**config.mk**
```make
export PLATFORM = sky130hd
export DESIGN_NAME = uart_tx_scheduler_flat
export DESIGN_NICKNAME = d
export VERILOG_FILES = /design/src/rtl/uart_ctrl_pkg.sv /design/src/rtl/uart_tx_scheduler_if.sv /design/src/rtl/rr_picker.sv /design/src/rtl/uart_tx_scheduler.sv /design/src/flat_wrapper.sv
export SDC_FILE = /design/constraint.sdc
export NUM_CORES = 1
export LEC_CHECK = 0
export BUFFER_PORTS_ARGS = -buffer_cell sky130_fd_sc_hd__clkbuf_2
export CORE_MARGIN = 2
export CORE_UTILIZATION = 48
export DETAILED_ROUTE_END_ITERATION = 6
export PLACE_DENSITY_LB_ADDON = 0.05
export RECOVER_POWER = 25
export SYNTH_ARGS = -nofsm -noshare
export SYNTH_HDL_FRONTEND = slang
export SYNTH_SLANG_ARGS = --single-unit
```
**constraint.sdc**
```tcl
create_clock -name Clk -period 3.8 [get_ports Clk]
set_input_delay 0.19 -clock Clk [delete_from_list [all_inputs] [get_ports Clk]]
set_output_delay 0.19 -clock Clk [all_outputs]
set_load 0.005 [all_outputs]
```
**src/rtl/uart_ctrl_pkg.sv**
```systemverilog
// Shared constants and FSM encoding for the UART TX scheduler.
package uart_ctrl_pkg;

  localparam int unsigned DefNreq        = 4;
  localparam int unsigned DefGapCycles   = 2;
  localparam int unsigned DefSendTimeout = 64;

  typedef enum logic [2:0] {
    StIdle,
    StLoad,
    StSettle,
    StSend,
    StWaitDone,
    StGap
  } state_e;

endpackage

```
**src/rtl/uart_tx_scheduler_if.sv**
```systemverilog
// Producer/core side bundle of the scheduler; master is the environment (producers and the UART
// core), slave is the scheduler itself.
interface uart_tx_scheduler_if
  import uart_ctrl_pkg::*;
#(
  parameter int unsigned NREQ = DefNreq
) ();

  localparam int unsigned IdW = $clog2(NREQ);

  logic [NREQ-1:0]   Req_Valid;
  logic [8*NREQ-1:0] Req_Data;
  logic [NREQ-1:0]   Req_Ready;
  logic [7:0]        Tx_Data;
  logic              Tx_Data_Ready;
  logic              Tx_Data_Send;
  logic              Tx_Busy;
  logic [IdW-1:0]    Grant_Id;
  logic              Active;
  logic              Timeout_Err;

  modport master (
    output Req_Valid, Req_Data, Tx_Busy,
    input  Req_Ready, Tx_Data, Tx_Data_Ready, Tx_Data_Send, Grant_Id, Active, Timeout_Err
  );

  modport slave (
    input  Req_Valid, Req_Data, Tx_Busy,
    output Req_Ready, Tx_Data, Tx_Data_Ready, Tx_Data_Send, Grant_Id, Active, Timeout_Err
  );

endinterface

```
**src/rtl/rr_picker.sv**
```systemverilog
// Combinational round-robin picker: first valid index searching upward from last+1 (mod NREQ).
module rr_picker #(
  parameter int unsigned NREQ = 4,
  parameter int unsigned IdW  = $clog2(NREQ)
) (
  input  logic [NREQ-1:0] valid,
  input  logic [IdW-1:0]  last,
  output logic [NREQ-1:0] grant,
  output logic [IdW-1:0]  grant_idx,
  output logic            any
);

  logic [NREQ-1:0] rot;

  always_comb begin
    int off;
    int pos;
    // Rotate so that bit 0 of rot is requester last+1.
    rot = NREQ'({valid, valid} >> (int'(last) + 1));
    off = 0;
    for (int i = int'(NREQ) - 1; i >= 0; i--) begin
      if (rot[i]) off = i;
    end
    pos = int'(last) + 1 + off;
    if (pos >= int'(NREQ)) pos = pos - int'(NREQ);
    any   = |valid;
    grant = '0;
    for (int i = 0; i < int'(NREQ); i++) begin
      if (i == pos) grant[i] = any;
    end
    grant_idx = IdW'(pos);
  end

endmodule

```
**src/rtl/uart_tx_scheduler.sv**
```systemverilog
// Round-robin scheduler sharing one UART TX core among NREQ byte producers; sequences the core's
// load / settle / send handshake and waits for each frame to finish before the next grant.
module uart_tx_scheduler
  import uart_ctrl_pkg::*;
#(
  parameter int unsigned NREQ         = DefNreq,
  parameter int unsigned GAP_CYCLES   = DefGapCycles,
  parameter int unsigned SEND_TIMEOUT = DefSendTimeout
) (
  input logic                Clk,
  input logic                RST,
  uart_tx_scheduler_if.slave bus
);

  localparam int unsigned IdW   = $clog2(NREQ);
  localparam int unsigned SendW = $clog2(SEND_TIMEOUT + 1);
  localparam int unsigned GapW  = (GAP_CYCLES > 0) ? $clog2(GAP_CYCLES + 1) : 1;
  // A zero-length gap collapses the frame-end transition straight into IDLE.
  localparam state_e PostFrame = state_e'((GAP_CYCLES == 0) ? StIdle : StGap);

  state_e          state_q, state_d;
  logic [7:0]      data_q;
  logic [IdW-1:0]  last_q;
  logic [IdW-1:0]  grant_q;
  logic [SendW-1:0] send_cnt_q;
  logic [GapW-1:0] gap_cnt_q;

  logic [NREQ-1:0] pick_grant;
  logic [IdW-1:0]  pick_idx;
  logic            pick_any;
  logic [7:0]      pick_byte;
  logic            send_expired;
  logic            gap_done;

  rr_picker #(
    .NREQ (NREQ),
    .IdW  (IdW)
  ) u_picker (
    .valid     (bus.Req_Valid),
    .last      (last_q),
    .grant     (pick_grant),
    .grant_idx (pick_idx),
    .any       (pick_any)
  );

  always_comb begin
    pick_byte = '0;
    for (int i = 0; i < int'(NREQ); i++) begin
      if (pick_grant[i]) pick_byte = bus.Req_Data[8*i +: 8];
    end
  end

  assign send_expired = (send_cnt_q == SendW'(SEND_TIMEOUT));
  assign gap_done     = (gap_cnt_q == GapW'(GAP_CYCLES - 1));

  always_ff @(posedge Clk) begin
    if (RST) begin
      state_q <= StIdle;
    end else begin
      state_q <= state_d;
    end
  end

  always_comb begin
    state_d = state_q;
    unique case (state_q)
      StIdle:     if (pick_any) state_d = StLoad;
      StLoad:     state_d = StSettle;
      StSettle:   state_d = StSend;
      StSend: begin
        // Busy takes precedence over a timeout expiring in the same cycle.
        if (bus.Tx_Busy)       state_d = StWaitDone;
        else if (send_expired) state_d = PostFrame;
      end
      StWaitDone: if (!bus.Tx_Busy) state_d = PostFrame;
      StGap:      if (gap_done) state_d = StIdle;
      default:    state_d = StIdle;
    endcase
  end

  always_ff @(posedge Clk) begin
    if (RST) begin
      data_q     <= '0;
      last_q     <= IdW'(NREQ - 1);
      grant_q    <= '0;
      send_cnt_q <= '0;
      gap_cnt_q  <= '0;
    end else begin
      if (state_q == StIdle && pick_any) begin
        data_q  <= pick_byte;
        last_q  <= pick_idx;
        grant_q <= pick_idx;
      end
      send_cnt_q <= (state_q == StSend) ? send_cnt_q + 1'b1 : '0;
      gap_cnt_q  <= (state_q == StGap) ? gap_cnt_q + 1'b1 : '0;
    end
  end

  always_comb begin
    bus.Req_Ready     = '0;
    bus.Tx_Data_Ready = 1'b0;
    bus.Tx_Data_Send  = 1'b0;
    bus.Timeout_Err   = 1'b0;
    unique case (state_q)
      // No handshake while reset is held: the accept would be discarded.
      StIdle: if (!RST) bus.Req_Ready = pick_grant;
      StLoad: bus.Tx_Data_Ready = 1'b1;
      StSend: begin
        bus.Tx_Data_Send = !send_expired;
        bus.Timeout_Err  = send_expired && !bus.Tx_Busy;
      end
      default: ;
    endcase
  end

  assign bus.Tx_Data  = data_q;
  assign bus.Grant_Id = grant_q;
  assign bus.Active   = (state_q != StIdle);

endmodule

```
**src/flat_wrapper.sv**
```systemverilog
// flat-port wrapper written by rule: the top's interface ports become plain ports
module uart_tx_scheduler_flat import uart_ctrl_pkg::*;
#(
  parameter int unsigned NREQ         = DefNreq,
  parameter int unsigned GAP_CYCLES   = DefGapCycles,
  parameter int unsigned SEND_TIMEOUT = DefSendTimeout
)
  (Clk, RST, bus_Req_Valid, bus_Req_Data, bus_Tx_Busy, bus_Req_Ready, bus_Tx_Data, bus_Tx_Data_Ready, bus_Tx_Data_Send, bus_Grant_Id, bus_Active, bus_Timeout_Err);
  uart_tx_scheduler_if #(.NREQ(NREQ)) bus_i ();
  input logic Clk;
  input logic RST;
  input wire logic [$bits(bus_i.Req_Valid)-1:0] bus_Req_Valid;
  input wire logic [$bits(bus_i.Req_Data)-1:0] bus_Req_Data;
  input wire logic [$bits(bus_i.Tx_Busy)-1:0] bus_Tx_Busy;
  output wire logic [$bits(bus_i.Req_Ready)-1:0] bus_Req_Ready;
  output wire logic [$bits(bus_i.Tx_Data)-1:0] bus_Tx_Data;
  output wire logic [$bits(bus_i.Tx_Data_Ready)-1:0] bus_Tx_Data_Ready;
  output wire logic [$bits(bus_i.Tx_Data_Send)-1:0] bus_Tx_Data_Send;
  output wire logic [$bits(bus_i.Grant_Id)-1:0] bus_Grant_Id;
  output wire logic [$bits(bus_i.Active)-1:0] bus_Active;
  output wire logic [$bits(bus_i.Timeout_Err)-1:0] bus_Timeout_Err;
  assign bus_i.Req_Valid = bus_Req_Valid;
  assign bus_i.Req_Data = bus_Req_Data;
  assign bus_i.Tx_Busy = bus_Tx_Busy;
  assign bus_Req_Ready = bus_i.Req_Ready;
  assign bus_Tx_Data = bus_i.Tx_Data;
  assign bus_Tx_Data_Ready = bus_i.Tx_Data_Ready;
  assign bus_Tx_Data_Send = bus_i.Tx_Data_Send;
  assign bus_Grant_Id = bus_i.Grant_Id;
  assign bus_Active = bus_i.Active;
  assign bus_Timeout_Err = bus_i.Timeout_Err;
  uart_tx_scheduler #(.NREQ(NREQ), .GAP_CYCLES(GAP_CYCLES), .SEND_TIMEOUT(SEND_TIMEOUT)) u_core (.Clk(Clk), .RST(RST), .bus(bus_i));
endmodule
```
* Yosys cells after proc, flatten, opt, wreduce, memory -nomap -nowiden
Index checks and enable logic that the tools add are counted.
** Storage, ports and cells
- Word-level logic and storage cells :: 64
- Output and inout port bits :: 18
- Bits of input ports :: 39
- Bits in registers :: 24
** Operators by class
- Bitwise logic cells :: 2
- Reductions and logical operators :: 11
- Multiplexer cells :: 24
- Shift operators :: 1
- Add/sub/neg operators :: 5
- Magnitude comparators :: 1
- Equality and inequality tests :: 14
** Operators with widths (number)
- $mux 32 :: 4
- $eq 3x32->1 const A :: 2
- $add 4x32->32 :: 1
- $eq 2x32->1 const A :: 1
- $ge 32x4->1 const B :: 1
- $logic_not 32->1 :: 1
- $mux 8 :: 4
- $shr 8x32->4 :: 1
- $sub 32x4->32 const B :: 1
- $pmux 3 s6 :: 1
- $mux 3 :: 5
- $mux 4 :: 2
- $add 7x1->7 const B :: 1
- $eq 7x7->1 const B :: 1
- $mux 1 :: 7
- $eq 3x2->1 const B :: 2
- $eq 3x3->1 const B :: 2
- $ne 2x1->1 const B :: 2
- $reduce_and 4->1 :: 1
- $reduce_or 2->1 :: 2
- $reduce_or 4->1 :: 1
- $add 2x1->3 const B :: 1
- $eq 3x1->1 const B :: 1
- $logic_not 3->1 :: 1
- 9 further kinds :: 12

* Depth between registers and ports, before layout
- Depth in word-level cells :: 15
- Gate-level depth with buffers :: 13
- Mapped depth without buffers :: 11

* By module
A second synthesis with hierarchy kept.
** Second synthesis, totals
- Cell total of the unflattened synthesis :: 199
- Area, all modules :: 1611.5 µm²
** Modules (own cells, without submodules)
- uart_tx_scheduler :: times used 1, cells an instance 161, area each 1343.8 µm², seq. area each 480.5 µm²
- rr_picker :: times used 1, cells an instance 38, area each 267.8 µm², seq. area each 0.0 µm²

* Least setup slack after synthesis
No wires, ideal clock.
- Kind :: flip-flop to flip-flop
- From :: reg u_core.last_q[0]
- To :: reg u_core.data_q[1] (netlist: u_core.bus.Tx_Data[1])
- Setup slack :: 1081 ps
- Setup time :: 117 ps
- Period minus slack after synthesis :: 2719 ps
- Cell stages (with the launch flop) :: 13
- Arrival time :: 2603 ps
- Required time :: 3683 ps
- Cells stage by stage :: dfxtp_1 clkbuf_1 o311ai_0 o21ai_0 nand2_1 ha_1 inv_1 fa_1 buf_2 mux2_2 o22ai_1 a21oi_1 a22o_1
** On the way
- Cells in the longest elaborated chain, start to end :: 15
** RTL lines
- start: declaration :: RTL line uart_tx_scheduler.sv:23 : logic [IdW-1:0] last_q;
- start signal: assignment :: RTL line uart_tx_scheduler.sv:84 : last_q <= IdW'(NREQ - 1);
- start signal: assignment :: RTL line uart_tx_scheduler.sv:91 : last_q <= pick_idx;
- $add 2x1->3 (*) :: RTL line rr_picker.sv:19, rr_picker.sv:24
- $shr 8x32->4 :: RTL line rr_picker.sv:19 : rot = NREQ'({valid, valid} >> (int'(last) + 1));
- $mux 2 :: RTL line rr_picker.sv:22 : if (rot[i]) off = i;
- $mux 32 (3 in a row) :: RTL line rr_picker.sv:22
- $add 4x32->32 (*) :: RTL line rr_picker.sv:24 : pos = int'(last) + 1 + off;
- $sub 32x4->32 or $ge 32x4->1 (tied branches) :: RTL line rr_picker.sv:25 : if (pos >= int'(NREQ)) pos = pos - int'(NREQ);
- $mux 32 (*) :: RTL line rr_picker.sv:25
- $logic_not 32->1 :: RTL line rr_picker.sv:29 : if (i == pos) grant[i] = any;
- $mux 1 :: RTL line rr_picker.sv:29
- $mux 8 (3 in a row) :: RTL line uart_tx_scheduler.sv:49 : if (pick_grant[i]) pick_byte = bus.Req_Data[8*i +: 8];
- $mux 8 (*) :: RTL line uart_tx_scheduler.sv:49
- end signal: assignment :: RTL line uart_tx_scheduler.sv:90 : data_q <= pick_byte;
- end: declaration :: RTL line uart_tx_scheduler.sv:22 : logic [7:0] data_q;
Every way passes the cells marked *; elsewhere a longest branch is shown, timed or not.
A chain may end at the register's enable or synchronous reset.

* Worst setup path in the final report
- From :: reg u_core.last_q[0]
- To :: out bus_Req_Ready[2]
** On the way
- Cells in the longest elaborated chain, start to end :: 13
** RTL lines
- $add 2x1->3 (*) :: RTL line rr_picker.sv:19, rr_picker.sv:24
- $shr 8x32->4 :: RTL line rr_picker.sv:19
- $mux 2 :: RTL line rr_picker.sv:22
- $mux 32 (3 in a row) :: RTL line rr_picker.sv:22
- $add 4x32->32 (*) :: RTL line rr_picker.sv:24
- $sub 32x4->32 or $ge 32x4->1 (tied branches) :: RTL line rr_picker.sv:25
- $mux 32 (*) :: RTL line rr_picker.sv:25
- $eq 3x32->1 (*) :: RTL line rr_picker.sv:29
- $mux 1 (*) :: RTL line rr_picker.sv:29
- $mux 4 (*) :: RTL line uart_tx_scheduler.sv:106 : StIdle: if (!RST) bus.Req_Ready = pick_grant;
- $mux 4 (*) :: RTL line uart_tx_scheduler.sv:104 : unique case (state_q)
- end: declaration :: RTL line flat_wrapper.sv:15 : output wire logic [$bits(bus_i.Req_Ready)-1:0] bus_Req_Ready;
Marked as above.

==> results.md <==
- The flow ran to the end, and the final reports show no timing, DRC or antenna violations.
- The count of vias placed by the detailed router is 1423.
- Of the total power, the clock network draws 16.9%.
- The worst setup skew after layout is 0.0170 ns.
- The latest clock arrival within the worst-skew pair is 0.32 ns.
- The number of fill cells in the layout is 285.
- The Yosys step of the flow raised 0 warnings.
- Clock-pin slew was measured on the worst setup and hold paths at 0.14 ns.
- The post-synthesis sequential area ratio is 32.5%.
- During I/O placement, the number of pins put on the boundary was 57.
- The die span in y is 59.5 um.
- The die width is 59.5 um.
- The number of buffers inserted during clock tree synthesis is 3.
- The HPWL after detailed placement is 2.53 mm.
- Post-CTS repair changed the size of 0 cells.
- The global placer's final weighted congestion is 0.788.
- The analysis attributes to net switching a power of 0.000409 W.
- The area of the core is 3000 um2.
- VDD sags by at most 0.000326 V.
- The number of rows created at floorplan is 20.
- The netlist area before placement is 1480 um2.
- The number of clock sinks is 24.
- The required arrival time at the worst endpoint is 3.61 ns.
- The quantity of hold-fixing buffers added after cts is 0.
- Leaving out fill and tap cells, the most frequent cell in the layout is clkbuf_2.
- The predominant post-synthesis flop cell is dfxtp_1.
- The area growth from synthesis to final layout is 20.7%.
- In this run the number of H-tree levels came out at 1.
- The total power density per cell area is 603 nW/um2.
- After detailed routing, the average wire length per cell comes to 11.9 um.
- In this design, the stage delay of the slowest critical-path cell is 0.57 ns.
- TritonCTS built the clock tree.
- The global-route wire length before repair is 5.26 mm.
- The startpoint identified for the worst hold timing path is RST.
- At the end of the flow, the number of nets in the layout was 279.
- The total routed wirelength is 3.16 mm.
- The combinational power share is 50.6%.
- The post-CTS setup repair buffer count is 0.
- Yosys mapped a number of flops with a built-in enable equal to 0.
- The signal arrival time at the worst endpoint is 3.04 ns.
- The number of design-rule violations left by the first detailed-router iteration is 106.
- The fraction of power consumed by sequential logic is 32.5%.
- The critical path startpoint is u_core.last_q[0].
- The antenna diode instance count is 0.
- The share of total power consumed by net switching is 38.0%.
- The via density per instance is 5.37.
- The total internal power is 0.000668 W.
- The number of distinct library cell variants in the gate-level netlist after synthesis is 38.
- The leakage power summed over all cells is 0.855 nW.
- The share of flip-flops with an asynchronous set or reset after synthesis is 0%.
- The post-synth net total is 229.
- The initial antenna violation count is 0.
- The synthesized design contains 24 register bits.
- Measured against its own limit, the worst slew margin works out to 60.2%.
- The launching element type of the critical path is a register.
- The worst setup path is of the register to primary output kind.
- The count of nets left with antenna violations once routing finished came out at 0.
- Once the floorplan was initialized, standard cells occupied 49.2% of the core.
- For the pin with the worst max-slew slack, the measured transition is 0.594 ns.
- The tree is rooted in a clkbuf_4.
- The overall die area is 3540 um2.
- The fmax is 309 MHz.
- The hold violation total from the final report is 0.
- The max-cap check violation count is 0.
- The global-route total usage across every layer is 19.2%.
- The DRC violation count after routing is 0.
- Summed over all failing endpoints, the final setup total negative slack is 0 ns.
- The via count of the first global-routing pass is 1295.
- Of all nets on the critical path, the largest fanout is 12.
- No sink is reached through more buffers than the 2 on the longest clock path.
- The number of optimization iterations in the first detailed-route pass is 4.
- The top cell types in the final layout, fill and taps aside, are 50 x clkbuf_2, 24 x dfxtp_1, 22 x nor2_1, 19 x inv_1, 15 x a21oi_1.
- STA classifies the critical path endpoint as a primary output.
- The path category of the worst min-delay check is input port to register.
- The count of buffers added on input and output ports is 56.
- Measured on the finished design, the core utilization comes to 59.5%.
- Setup repair after global routing left no endpoint under its margin.
- The critical path goes through inv_1, nor4_1, a21oi_1, o22ai_1, ha_1, a21o_1, and2_1, nor3_2, nor3b_1, clkbuf_2.
- The slowest stage of the critical path belongs to the cell dfxtp_1.
- The maximum number of pins on one net before global-route repair is 15.
- In this run the critical register-to-register path is launched from u_core.last_q[0].
- The time the worst path needs with I/O delays and setup is 3.23 ns.
- The number of max-slew violations in the final report came to 0.
- After global routing the overflow that remains totals 0.
- Synthesis produced a netlist whose cell count is 183.
- The average instance area after synthesis is 8.08 um2.
- The number of setup violations in the final report is 0.
- After layout, the worst path uses 85.1% of the clock period.
- The post-route netlist has 28.9% of its cells at a drive strength greater than 1.
==> registers in the layout, summed over array words and instances (netlist names) <==
name and flops:
u_core.last_q 2, u_core.gap_cnt_q 2, u_core.bus.Tx_Data 8, u_core.state_q 3, u_core.send_cnt_q 7, u_core.bus.Grant_Id 2
==> cell usage after synthesis (2+ instances only) <==
library cell | number | area share, %
ha_1 | 6 | 5.1
nor3b_1 | 2 | 1.0
nor2_1 | 22 | 5.6
nand3b_1 | 2 | 1.0
nor4_1 | 6 | 2.5
o21bai_1 | 2 | 1.0
nand2b_1 | 2 | 0.85
o21ai_0 | 4 | 1.4
and3_1 | 6 | 2.5
a22o_1 | 8 | 4.7
nand2_1 | 9 | 2.3
buf_2 | 3 | 1.0
mux2_2 | 8 | 6.1
inv_1 | 19 | 4.8
buf_6 | 2 | 1.5
xnor2_1 | 2 | 1.2
xor2_1 | 3 | 1.8
nor3_1 | 3 | 1.0
clkbuf_1 | 6 | 1.5
a21oi_1 | 15 | 5.1
dfxtp_1 | 24 | 32
nand3_1 | 4 | 1.4
o22ai_1 | 10 | 4.2
==> worst max-delay path: cells and delay by family (launching register included) <==
family | cells | cell delay (ns)
AND/OR/NAND/NOR | 4 | 1.21
flip-flops | 1 | 0.57
AO/OA/AOI/OAI | 3 | 0.44
buffers and inverters | 2 | 0.25
adder cells (fa/ha/maj) | 1 | 0.24
==> metrics by stage <==
step / setup WS, ns / total power, W / instances / instance area [um2] / hold WS, ns
after global placement: 0.812 / 0.000896 / 261 / 1740 / 0.408
after CTS: 0.557 / 0.00110 / 265 / 1790 / 0.170
after global routing: 0.281 / 0.00116 / 265 / 1790 / 0.185
final: 0.566 / 0.00108 / 265 / 1790 / 0.179
after detailed placement: 0.673 / 0.000910 / 261 / 1740 / 0.419
after floorplan: 1.08 / 0.000762 / 183 / 1480 / 0.378
==> cell type report <==
class / instances / area [um2] / area share [%]
Sequential cell: 24 / 480 / 26.9
Tap cell: 33 / 41.3 / 2.31
Clock inverter: 1 / 30.0 / 1.68
Multi-Input combinational cell: 129 / 867 / 48.6
Timing Repair Buffer: 56 / 273 / 15.3
Inverter: 19 / 71.3 / 3.99
Clock buffer: 3 / 22.5 / 1.26
==> worst paths after layout <==
kind	endpoint	slack, ns	depth (start not counted)
max	bus_Req_Ready[2]	0.57	10
min	u_core.state_q[2]	0.18	2
max reg2reg	u_core.bus.Tx_Data[6]	0.68	9
min reg2reg	u_core.gap_cnt_q[0]	0.43	1
==> power groups by stage <==
stage,clock network (W),registers (W),logic [W]
after CTS,0.000188,0.000350,0.000558
after global routing,0.000198,0.000358,0.000606
after detailed placement,0,0.000355,0.000556
final,0.000182,0.000350,0.000545
after floorplan,0,0.000343,0.000419
after global placement,0,0.000353,0.000543
==> per-layer routing <==
metal / track usage (%) / vias up / part of all wire [%]
met5: 0 / - / 0
met4: 4.13 / 0 / 0.32
met2: 35.6 / 24 / 51
li1: - / 741 / -
met1: 21.8 / 656 / 44
met3: 5.24 / 2 / 4.4
==> cell families (layout without fill, tap and decap cells) <==
family                     count (synthesis)  after routing  synth area share [%]
adders and majority gates                  7              7                  6.43
DFF                                       24             24                  32.5
AOI/OAI and AO/OA                         46             46                  20.2
muxes                                      8              8                  6.09
xor gates and xnor gates                   5              5                  2.96
and+or+nand+nor                           63             63                  22.9
buffers and inverters                     30             79                  8.88
Note: power is estimated with default switching activity, not from simulation.
